`config.mk`:
```
export PLATFORM = sky130hd
export DESIGN_NAME = shift_arbiter
export DESIGN_NICKNAME = d
export VERILOG_FILES = /design/src/rtl/shift_pkg.sv /design/src/rtl/lsl32.sv /design/src/rtl/shift_arbiter.sv
export SDC_FILE = /design/constraint.sdc
export NUM_CORES = 1
export LEC_CHECK = 0
export ABC_AREA = 1
export ABC_CLOCK_PERIOD_IN_PS = 4900
export BUFFER_PORTS_ARGS = -buffer_cell sky130_fd_sc_hd__buf_4
export CAP_MARGIN = 40
export CELL_PAD_IN_SITES_DETAIL_PLACEMENT = 0
export CELL_PAD_IN_SITES_GLOBAL_PLACEMENT = 1
export CORE_MARGIN = 2
export CORE_UTILIZATION = 30
export DETAILED_ROUTE_END_ITERATION = 16
export GPL_TIMING_DRIVEN = 0
export PLACE_DENSITY = 0.74
export REMOVE_ABC_BUFFERS = 1
export SYNTH_ARGS = -nofsm -noshare
export SYNTH_HDL_FRONTEND = slang
export SYNTH_HIERARCHICAL = 1
export SYNTH_SLANG_ARGS = --single-unit
```
`constraint.sdc`:
```
create_clock -name clk -period 4.9 [get_ports clk]
set_clock_uncertainty 0.15 [all_clocks]
set_input_delay 0.49 -clock clk [delete_from_list [all_inputs] [get_ports clk]]
set_output_delay 0.49 -clock clk [all_outputs]
set_load 0.02 [all_outputs]
```
`src/rtl/shift_pkg.sv`:
```
// Shared definitions for the shift arbiter: op codes, FSM states, bit reverse.
package shift_pkg;

    localparam logic [1:0] OP_SLL = 2'b00;
    localparam logic [1:0] OP_SRL = 2'b01;
    localparam logic [1:0] OP_SRA = 2'b10;
    localparam logic [1:0] OP_ROL = 2'b11;

    typedef enum logic [1:0] {
        ST_IDLE = 2'd0,
        ST_P1   = 2'd1,
        ST_P2   = 2'd2,
        ST_RESP = 2'd3
    } state_e;

    // Mirror a 32-bit word so right shifts can reuse the left shifter.
    function automatic logic [31:0] rev32(input logic [31:0] x);
        logic [31:0] r;
        for (int i = 0; i < 32; i++) r[i] = x[31-i];
        return r;
    endfunction

endpackage

```
`src/rtl/lsl32.sv`:
```
// Combinational 32-bit logical left shifter; amounts of 32 or more give zero.
module lsl32 (
    input  logic [31:0] data,
    input  logic [5:0]  amt,
    output logic [31:0] y
);

    // amt[5] covers every amount >= 32; below that a plain shift applies.
    always_comb begin
        y = amt[5] ? 32'h0 : (data << amt[4:0]);
    end

endmodule

```
`src/rtl/shift_arbiter.sv`:
```
// Two-requester round-robin front end sharing one left shifter for
// SLL/SRL/SRA/ROL; right shifts wrap the shifter in bit reversals.
module shift_arbiter
    import shift_pkg::*;
(
    input  logic        clk,
    input  logic        rst,
    input  logic [1:0]  req_valid,
    output logic [1:0]  req_ready,
    input  logic [3:0]  req_op,
    input  logic [63:0] req_a,
    input  logic [63:0] req_b,
    output logic [1:0]  rsp_valid,
    output logic [31:0] rsp_data
);

    state_e      state_q, state_d;
    logic [1:0]  op_q, op_d;
    logic [31:0] a_q, a_d;
    logic [31:0] b_q, b_d;
    logic        id_q, id_d;
    logic        last_grant_q, last_grant_d;
    logic [31:0] acc_q, acc_d;
    logic [31:0] rsp_data_q, rsp_data_d;

    logic [1:0]  ready_int;
    logic        gnt;
    logic [31:0] sh_x, sh_y, res;
    logic [5:0]  sh_amt;
    logic        ovf;
    logic [4:0]  n;

    assign ovf = |b_q[31:5];
    assign n   = b_q[4:0];

    lsl32 u_lsl32 (
        .data (sh_x),
        .amt  (sh_amt),
        .y    (sh_y)
    );

    // Arbitration, shifter operand steering and next-state logic.
    always_comb begin
        state_d      = state_q;
        op_d         = op_q;
        a_d          = a_q;
        b_d          = b_q;
        id_d         = id_q;
        last_grant_d = last_grant_q;
        acc_d        = acc_q;
        rsp_data_d   = rsp_data_q;
        ready_int    = 2'b00;
        gnt          = 1'b0;
        sh_x         = 32'h0;
        sh_amt       = 6'd0;
        res          = 32'h0;

        case (state_q)
            ST_IDLE: begin
                if (|req_valid) begin
                    // On a tie the requester not served last wins.
                    gnt          = (req_valid == 2'b11) ? ~last_grant_q : req_valid[1];
                    ready_int    = gnt ? 2'b10 : 2'b01;
                    op_d         = gnt ? req_op[3:2]  : req_op[1:0];
                    a_d          = gnt ? req_a[63:32] : req_a[31:0];
                    b_d          = gnt ? req_b[63:32] : req_b[31:0];
                    id_d         = gnt;
                    last_grant_d = gnt;
                    state_d      = ST_P1;
                end
            end
            ST_P1: begin
                sh_x   = (op_q == OP_SLL || op_q == OP_ROL) ? a_q : rev32(a_q);
                sh_amt = {1'b0, n};
                case (op_q)
                    OP_SLL:  res = ovf ? 32'h0 : sh_y;
                    OP_ROL:  res = sh_y;
                    default: res = ovf ? 32'h0 : rev32(sh_y);
                endcase
                acc_d = res;
                if (op_q == OP_SLL || op_q == OP_SRL) begin
                    rsp_data_d = res;
                    state_d    = ST_RESP;
                end else begin
                    state_d = ST_P2;
                end
            end
            ST_P2: begin
                if (op_q == OP_SRA) begin
                    // Sign fill: reversed left-shifted ones mask the vacated top bits.
                    sh_x   = 32'hFFFF_FFFF;
                    sh_amt = {1'b0, n};
                    res    = ovf ? {32{a_q[31]}}
                                 : (acc_q | (a_q[31] ? ~rev32(sh_y) : 32'h0));
                end else begin
                    // Wrapped bits: a right shift by 32-n; n=0 gives amount 32, i.e. zero.
                    sh_x   = rev32(a_q);
                    sh_amt = 6'd32 - {1'b0, n};
                    res    = acc_q | rev32(sh_y);
                end
                acc_d      = res;
                rsp_data_d = res;
                state_d    = ST_RESP;
            end
            default: begin
                state_d = ST_IDLE;
            end
        endcase
    end

    // State and datapath registers; reset aborts any in-flight op.
    always_ff @(posedge clk or posedge rst) begin
        if (rst) begin
            state_q      <= ST_IDLE;
            op_q         <= OP_SLL;
            a_q          <= 32'h0;
            b_q          <= 32'h0;
            id_q         <= 1'b0;
            last_grant_q <= 1'b1;
            acc_q        <= 32'h0;
            rsp_data_q   <= 32'h0;
        end else begin
            state_q      <= state_d;
            op_q         <= op_d;
            a_q          <= a_d;
            b_q          <= b_d;
            id_q         <= id_d;
            last_grant_q <= last_grant_d;
            acc_q        <= acc_d;
            rsp_data_q   <= rsp_data_d;
        end
    end

    // Response pulse is decoded from the registered state; ready is masked in reset.
    always_comb begin
        req_ready = rst ? 2'b00 : ready_int;
        rsp_valid = (state_q == ST_RESP) ? (id_q ? 2'b10 : 2'b01) : 2'b00;
        rsp_data  = rsp_data_q;
    end

endmodule

```
### Word-level counts from Yosys, hierarchy flattened

Cells that the tools add are included.

| word-level totals | value |
|---|---|
| register bits | 134 |
| output and inout port bits | 36 |
| bits of input ports | 136 |

| cells by class | value |
|---|---|
| equal/unequal tests | 9 |
| muxes and demuxes | 28 |
| bitwise operators | 4 |
| $add $sub $neg | 1 |
| reduce and logical (&&, ||, !) cells | 9 |
| shift-type cells | 1 |

Operators by type and width:

| cell | count |
|---|---|
| 2-to-1 mux 32 bit | 11 |
| one-hot mux 32 bit (2 select lines) | 4 |
| OR 32 bit | 2 |
| NOT 32 bit | 1 |
| left shift 32 x 5 -> 32 bit | 1 |
| OR reduction 27 bit | 1 |
| 2-to-1 mux 2 bit | 8 |
| one-hot mux 6 bit (2 select lines) | 1 |
| equality test 2 bit (second input constant) | 5 |
| 2-to-1 mux 6 bit | 1 |
| one-hot mux 2 bit (3 select lines) | 1 |
| subtractor 6 x 5 -> 6 bit (first input constant) | 1 |
| equality test 2 x 1 -> 1 bit (second input constant) | 2 |
| zero test 2 bit | 2 |
| != test 2 bit (second input constant) | 2 |
| AND reduction 2 bit | 2 |
| logical OR 1 bit | 2 |
| 2-to-1 mux 1 bit | 2 |
| nonzero test 2 bit | 1 |
| OR reduction 2 bit | 1 |
| NOT 1 bit | 1 |

### Longest topological paths before layout

| depth | value |
|---|---|
| word-level depth | 12 |
| mapped depth | 23 |
| depth with buffers taken out | 19 |

### Modules after synthesis

Netlist, hierarchy kept.

By module, submodules not included:

| module | times used | area each (sq um) | cells each | sequential area each (sq um) |
|---|---|---|---|---|
| shift_arbiter | 1 | 8881.0 | 1335 | 3354.5 |
| lsl32 | 1 | 1584.0 | 349 | 0.0 |

### Worst setup path after synthesis

Ideal clock, no wire load.

| timing path | value |
|---|---|
| kind | reg2reg |
| start | reg state_q[0] |
| end | reg rsp_data_q[31] (netlist: rsp_data[31]) |
| path buffers | 5 |
| data required time | 4.633 ns |
| arrival | 2.837 ns |
| cell stages (with the launch flop) | 20 |
| setup slack | 1.796 ns |
| cells stage by stage | dfrtp_1 -> inv_1 -> ha_1 -> buf_2 -> inv_2 -> clkbuf_1 -> clkbuf_1 -> a21oi_1 -> buf_2 -> buf_2 -> nor2_1 -> nand2_1 -> nor3_1 -> nand2_1 -> nand2_1 -> nand2_1 -> nand2_1 -> nand2_1 -> nand2_1 -> nand2_1 |

| between the ends | value |
|---|---|
| word-level cells in the longest chain between the ends | 10 |
| elaborated cells on any way between the ends | 20 |
| those cells by class | eq/ne: 3; shift: 1; mux: 11; bitwise: 3; reduce/logical: 2 |

Ends and longest elaborated chain:

| what | line | RTL |
|---|---|---|
| start, declared | shift_arbiter.sv:17 | `state_e state_q, state_d;` |
| start signal, assigned | shift_arbiter.sv:123 | `state_q <= state_d;` |
| equality test 2 bit or equality test 2 x 1 -> 1 bit (tied branches) | shift_arbiter.sv:58 | `case (state_q)` |
| one-hot mux 6 bit (2 select lines) (*) | shift_arbiter.sv:58 |  |
| via sh_amt[1] | shift_arbiter.sv:29 | `logic [5:0] sh_amt;` |
| left shift 32 x 5 -> 32 bit (*) | lsl32.sv:10 | `y = amt[5] ? 32'h0 : (data << amt[4:0]);` |
| 2-to-1 mux 32 bit (*) | lsl32.sv:10 |  |
| via sh_y[0] | shift_arbiter.sv:28 | `logic [31:0] sh_x, sh_y, res;` |
| NOT 32 bit | shift_arbiter.sv:94 | `: (acc_q \| (a_q[31] ? ~rev32(sh_y) : 32'h0));` |
| 2-to-1 mux 32 bit | shift_arbiter.sv:94 |  |
| OR 32 bit | shift_arbiter.sv:94 |  |
| 2-to-1 mux 32 bit | shift_arbiter.sv:93 | `res = ovf ? {32{a_q[31]}}` |
| 2-to-1 mux 32 bit | shift_arbiter.sv:89 | `if (op_q == OP_SRA) begin` |
| one-hot mux 32 bit (2 select lines) (*) | shift_arbiter.sv:58 |  |
| end signal, assigned | shift_arbiter.sv:130 | `rsp_data_q <= rsp_data_d;` |
| end, declared | shift_arbiter.sv:24 | `logic [31:0] rsp_data_q, rsp_data_d;` |

Mark *: on every way through the listed nets, which the timed path passes. The rest lies on a longest branch. The select of a mux whose other input is x is not followed.
A chain may end at the register's enable or synchronous reset.

### Final worst setup path

| timing path | value |
|---|---|
| start | reg state_q[1] |
| end | reg acc_q[22] |

| between the ends | value |
|---|---|
| word-level cells in the longest chain between the ends | 10 |
| elaborated cells on any way between the ends | 17 |
| those cells by class | eq/ne: 2; shift: 1; mux: 10; bitwise: 3; reduce/logical: 1 |

Ends and longest elaborated chain:

| what | line | RTL |
|---|---|---|
| equality test 2 bit or equality test 2 x 1 -> 1 bit (tied branches) | shift_arbiter.sv:58 |  |
| one-hot mux 6 bit (2 select lines) (*) | shift_arbiter.sv:58 |  |
| via sh_amt[3] | shift_arbiter.sv:29 |  |
| left shift 32 x 5 -> 32 bit (*) | lsl32.sv:10 |  |
| 2-to-1 mux 32 bit (*) | lsl32.sv:10 |  |
| via sh_y[9] | shift_arbiter.sv:28 |  |
| NOT 32 bit | shift_arbiter.sv:94 |  |
| 2-to-1 mux 32 bit | shift_arbiter.sv:94 |  |
| OR 32 bit | shift_arbiter.sv:94 |  |
| 2-to-1 mux 32 bit | shift_arbiter.sv:93 |  |
| 2-to-1 mux 32 bit | shift_arbiter.sv:89 |  |
| one-hot mux 32 bit (2 select lines) (*) | shift_arbiter.sv:58 |  |
| end signal, assigned | shift_arbiter.sv:120 | `acc_q <= 32'h0;` |
| end signal, assigned | shift_arbiter.sv:129 | `acc_q <= acc_d;` |
| end, declared | shift_arbiter.sv:23 | `logic [31:0] acc_q, acc_d;` |

Mark *: on every way through the listed nets, which the timed path passes. The rest lies on a longest branch.

==> run_summary.xml <==
<?xml version="1.0" encoding="UTF-8"?>
<metrics>
  <group name="clock_network">
    <metric name="cts.reportedPaths.clkPinSlew" unit="ps">60</metric>
    <metric name="cts_num_sinks" unit="">134</metric>
    <metric name="clock_tree_from_tritoncts" unit="">done</metric>
    <metric name="tritoncts.num_buffers" unit="">17</metric>
    <metric name="clock_tree.buffer_depth" unit="">2</metric>
    <metric name="clk-insertion-delay-late" unit="ps">440</metric>
    <metric name="root_buffer" unit="">clkbuf_16</metric>
    <metric name="htree_num_levels" unit="">4</metric>
  </group>
  <group name="synthesis">
    <metric name="synthesis.instances" unit="">1684</metric>
    <metric name="netlist_area" unit="µm²">10500</metric>
    <metric name="synth-seq-area-share" unit="%">32.1</metric>
    <metric name="synthesized_area_per_cell" unit="µm²">6.21</metric>
    <metric name="post_synth_num_cell_types" unit="">30</metric>
    <metric name="postSynthRegisterBits" unit="">134</metric>
    <metric name="synthesis.yosys.warnings" unit="">6</metric>
  </group>
  <group name="detailed_routing">
    <metric name="dr_total_vias" unit="">11500</metric>
    <metric name="drt-vias-per-instance" unit="">5.16</metric>
    <metric name="antenna_violating_nets_post_route" unit="">0</metric>
    <metric name="route.detailed.drc" unit="">0</metric>
    <metric name="detailedRoute.firstPassIterationCount" unit="">7</metric>
    <metric name="drt-wirelength-per-cell" unit="µm">15.6</metric>
    <metric name="routed_wirelength" unit="µm">35000</metric>
    <metric name="detail_route.iter0.violations" unit="">800</metric>
  </group>
  <group name="global_routing">
    <metric name="grt_total_ovfl" unit="">0</metric>
    <metric name="grt_pass1_vias" unit="">11500</metric>
    <metric name="grt_max_degree" unit="">88</metric>
    <metric name="antenna_found_initial" unit="">0</metric>
    <metric name="gr-usage-all-layers" unit="%">19.7</metric>
    <metric name="grt_pass1_wl" unit="µm">58400</metric>
  </group>
  <group name="floorplan">
    <metric name="ios" unit="">172</metric>
    <metric name="design.core.area" unit="µm²">34500</metric>
    <metric name="std_cell_rows" unit="">68</metric>
    <metric name="start_util" unit="%">30.4</metric>
    <metric name="dieWidth" unit="µm">191</metric>
    <metric name="dieHeight" unit="µm">191</metric>
    <metric name="floorplan.die_area" unit="µm²">36400</metric>
  </group>
  <group name="timing">
    <metric name="tightest_slew" unit="ps">840</metric>
    <metric name="whs" unit="ps">-7.14</metric>
    <metric name="finalWorstPathRequiredPeriod" unit="ps">4360</metric>
    <metric name="max_slew_margin" unit="%">44.0</metric>
    <metric name="unrepaired_setup_endpoints_after_global_routing" unit="">false</metric>
    <metric name="setup-violations-final" unit="">0</metric>
    <metric name="timing_max_transition_violations_final" unit="">0</metric>
    <metric name="maximum_clock_frequency" unit="GHz">0.229</metric>
    <metric name="timing.final.crit_share" unit="%">89.0</metric>
    <metric name="hold_violations" unit="">15</metric>
  </group>
  <group name="layout">
    <metric name="num-nets-final" unit="">1915</metric>
    <metric name="nFillCells" unit="">3705</metric>
    <metric name="area_delta_synth_final" unit="%">23.7</metric>
    <metric name="antenna_cells" unit="">0</metric>
    <metric name="postLayoutCoreUtil" unit="%">37.6</metric>
    <metric name="post-route-cell-area" unit="µm²">12900</metric>
    <metric name="share_of_final_layout_standard_cells_stronger_than_drive_strength_1" unit="%">16.0</metric>
  </group>
  <group name="pwr">
    <metric name="combinational_share_of_power" unit="%">71.2</metric>
    <metric name="p_switching" unit="µW">6420</metric>
    <metric name="pwr_dens" unit="nW/µm²">882</metric>
    <metric name="power.sequential.fraction" unit="%">17.8</metric>
    <metric name="ir_drop" unit="V">0.000421</metric>
    <metric name="switching_part_of_the_total" unit="%">56.3</metric>
    <metric name="p_int" unit="µW">4990</metric>
    <metric name="p_leak" unit="µW">0.00605</metric>
    <metric name="share_clk_of_total_power" unit="%">11.1</metric>
  </group>
  <group name="setup_path">
    <metric name="timing_worst_setup_path_type" unit="">reg2reg</metric>
    <metric name="worstPathCellList" unit="">inv_1 -&gt; ha_4 -&gt; inv_4 -&gt; buf_12 -&gt; a221oi_4 -&gt; clkinv_1 -&gt; buf_16 -&gt; nand3_1 -&gt; nand2_1 -&gt; nor2_1 -&gt; nand2_1 -&gt; a21oi_1 -&gt; nand2_1 -&gt; nand2_1 -&gt; nand2_1 -&gt; nand2_1</metric>
    <metric name="ff2ff_path_depth" unit="">16</metric>
    <metric name="arrival_time_at_the_worst_endpoint" unit="ps">4580</metric>
    <metric name="worst_ep_required_time" unit="ps">5120</metric>
    <metric name="critical_path_peak_fanout" unit="">40</metric>
    <metric name="critPathCaptureType" unit="">register</metric>
    <metric name="crit_path_top_delay_cell" unit="">ha_4</metric>
    <metric name="cp_common_cell" unit="">nand2_1</metric>
    <metric name="timing.critical_path.from_type" unit="">register</metric>
    <metric name="max_stage_delay" unit="ps">610</metric>
  </group>
  <group name="run">
    <metric name="cap_viol_max_count" unit="">0</metric>
  </group>
  <group name="placed_design">
    <metric name="gpl.final_weighted_congestion" unit="">0.870</metric>
    <metric name="port_buffers" unit="">171</metric>
    <metric name="dp_hpwl" unit="µm">24200</metric>
    <metric name="place_area" unit="µm²">12300</metric>
  </group>
  <group name="worst_hold_path">
    <metric name="hp-class" unit="">in2async</metric>
  </group>
  <group name="status">
    <metric name="failed_checks" unit="">negative hold slack</metric>
    <metric name="run_status" unit="">complete, but fails checks</metric>
  </group>
</metrics>
[cell usage in the layout, fill, tap and decap left out, types with 11 or more instances in the layout]
master and count:
a21oi_1 163, o21ai_0 119, inv_1 45, buf_16 11, nand2_1 572, o22ai_1 35
nor2_1 109, clkbuf_16 17, buf_4 176, nand3_2 32, dfrtp_1 132, nand3_1 294
[synth_stat cells, drive strengths merged]
| cell | count | area (µm²) |
|---|---|---|
| a21oi | 165 | 826 |
| a221oi | 1 | 8.76 |
| a31oi | 1 | 6.26 |
| and3 | 2 | 12.5 |
| buf | 54 | 334 |
| clkbuf | 81 | 304 |
| clkinv | 4 | 15.0 |
| dfrtp | 133 | 3330 |
| dfstp | 1 | 26.3 |
| ha | 10 | 125 |
| inv | 52 | 195 |
| nand2 | 574 | 2160 |
| nand3 | 326 | 1790 |
| nand4 | 2 | 12.5 |
| nor2 | 112 | 439 |
| nor3 | 8 | 40.0 |
| nor4 | 1 | 6.26 |
| o211ai | 2 | 15.0 |
| o21ai | 119 | 596 |
| o22ai | 35 | 219 |
| o31ai | 1 | 7.51 |
[per-layer routing]
metal | vias to the layer above | global-route usage (%) | routed length (µm) | share of wire (%)
li1 | 5801 | - | - | -
met4 | 0 | 6.02 | 701 | 2.0
met3 | 41 | 3.88 | 2000 | 5.7
met1 | 5369 | 25.7 | 15900 | 46
met2 | 326 | 32.8 | 16300 | 47
met5 | - | 0 | 0 | 0
[power groups by stage]
stage / clock [µW] / combinational (µW) / sequential, µW
after CTS: 1300 / 8070 / 2030
after detailed placement: 0 / 8010 / 2040
final: 1260 / 8120 / 2030
after floorplan: 0 / 5150 / 2060
after global placement: 0 / 7480 / 2030
after global routing: 1350 / 9210 / 2100
[repair_timing]
action,CTS,global route
buffers inserted,0,3
hold buffers,0,0
setup endpoints to repair,64,64
pin swaps,0,1
resized for setup,1,7
cloned,0,0
[per-stage QoR]
stage / worst slack, ps / instances / hold slack (ps) / power [µW] / setup TNS [ps]
finish: 540 / 2237 / -7.14 / 11400 / 0
global placement: -5200 / 2175 / 305 / 9510 / -709560
detailed placement: -355 / 2202 / 312 / 10100 / -10590
global route: 153 / 2237 / 33.0 / 12700 / 0
CTS: 16.7 / 2234 / 4.41 / 11400 / 0
floorplan: -1900 / 1549 / 294 / 7210 / -151500
[critical path: cells and delay by family (launching register included)]
kind	cells	cell delay (ps)
buffers and inverters	5	1380
AND/OR/NAND/NOR	8	990
AO/OA/AOI/OAI	2	700
adder cells (fa/ha/maj)	1	610
flip-flops	1	430
[sequential cells by signal (all words and copies together), names as in the netlist]
| name | flops |
|---|---|
| a_q | 32 |
| b_q | 32 |
| acc_q | 32 |
| rsp_data | 32 |
| op_q | 2 |
| last_grant_q | 1 |
| state_q | 2 |
| id_q | 1 |
[cell type report]
cell class | count | area (µm²) | share of cell area [%]
Inverter | 56 | 225 | 1.74
Clock inverter | 13 | 124 | 0.957
Clock buffer | 19 | 443 | 3.42
Sequential cell | 134 | 3360 | 25.9
Tap cell | 455 | 569 | 4.40
Timing Repair Buffer | 201 | 1870 | 14.5
Multi-Input combinational cell | 1359 | 6350 | 49.1
[path summary, 6_finish.rpt]
path,startpoint,endpoint,slack [ps]
worst max-delay path,state_q[1]$_DFFE_PP0P_,acc_q[22]$_DFFE_PP0P_,540
worst min-delay path,rst,b_q[4]$_DFFE_PP0P_,-7
worst max register to register,state_q[1]$_DFFE_PP0P_,acc_q[22]$_DFFE_PP0P_,540
worst min register to register,last_grant_q$_DFFE_PP1P_,last_grant_q$_DFFE_PP1P_,320
max in group asynchronous,rst,rsp_data[4]$_DFFE_PP0P_,3770
min in group clk,req_b[28],b_q[28]$_DFFE_PP0P_,130
[cell families after synthesis]
kind of cell | count (synthesis) | share of synthesized area [%]
simple gates | 1025 | 42.6
compound gates | 324 | 16.0
buf+inv | 191 | 8.11
flops | 134 | 32.1
fa+ha+maj | 10 | 1.20
Power figures use the tool's default switching activity.
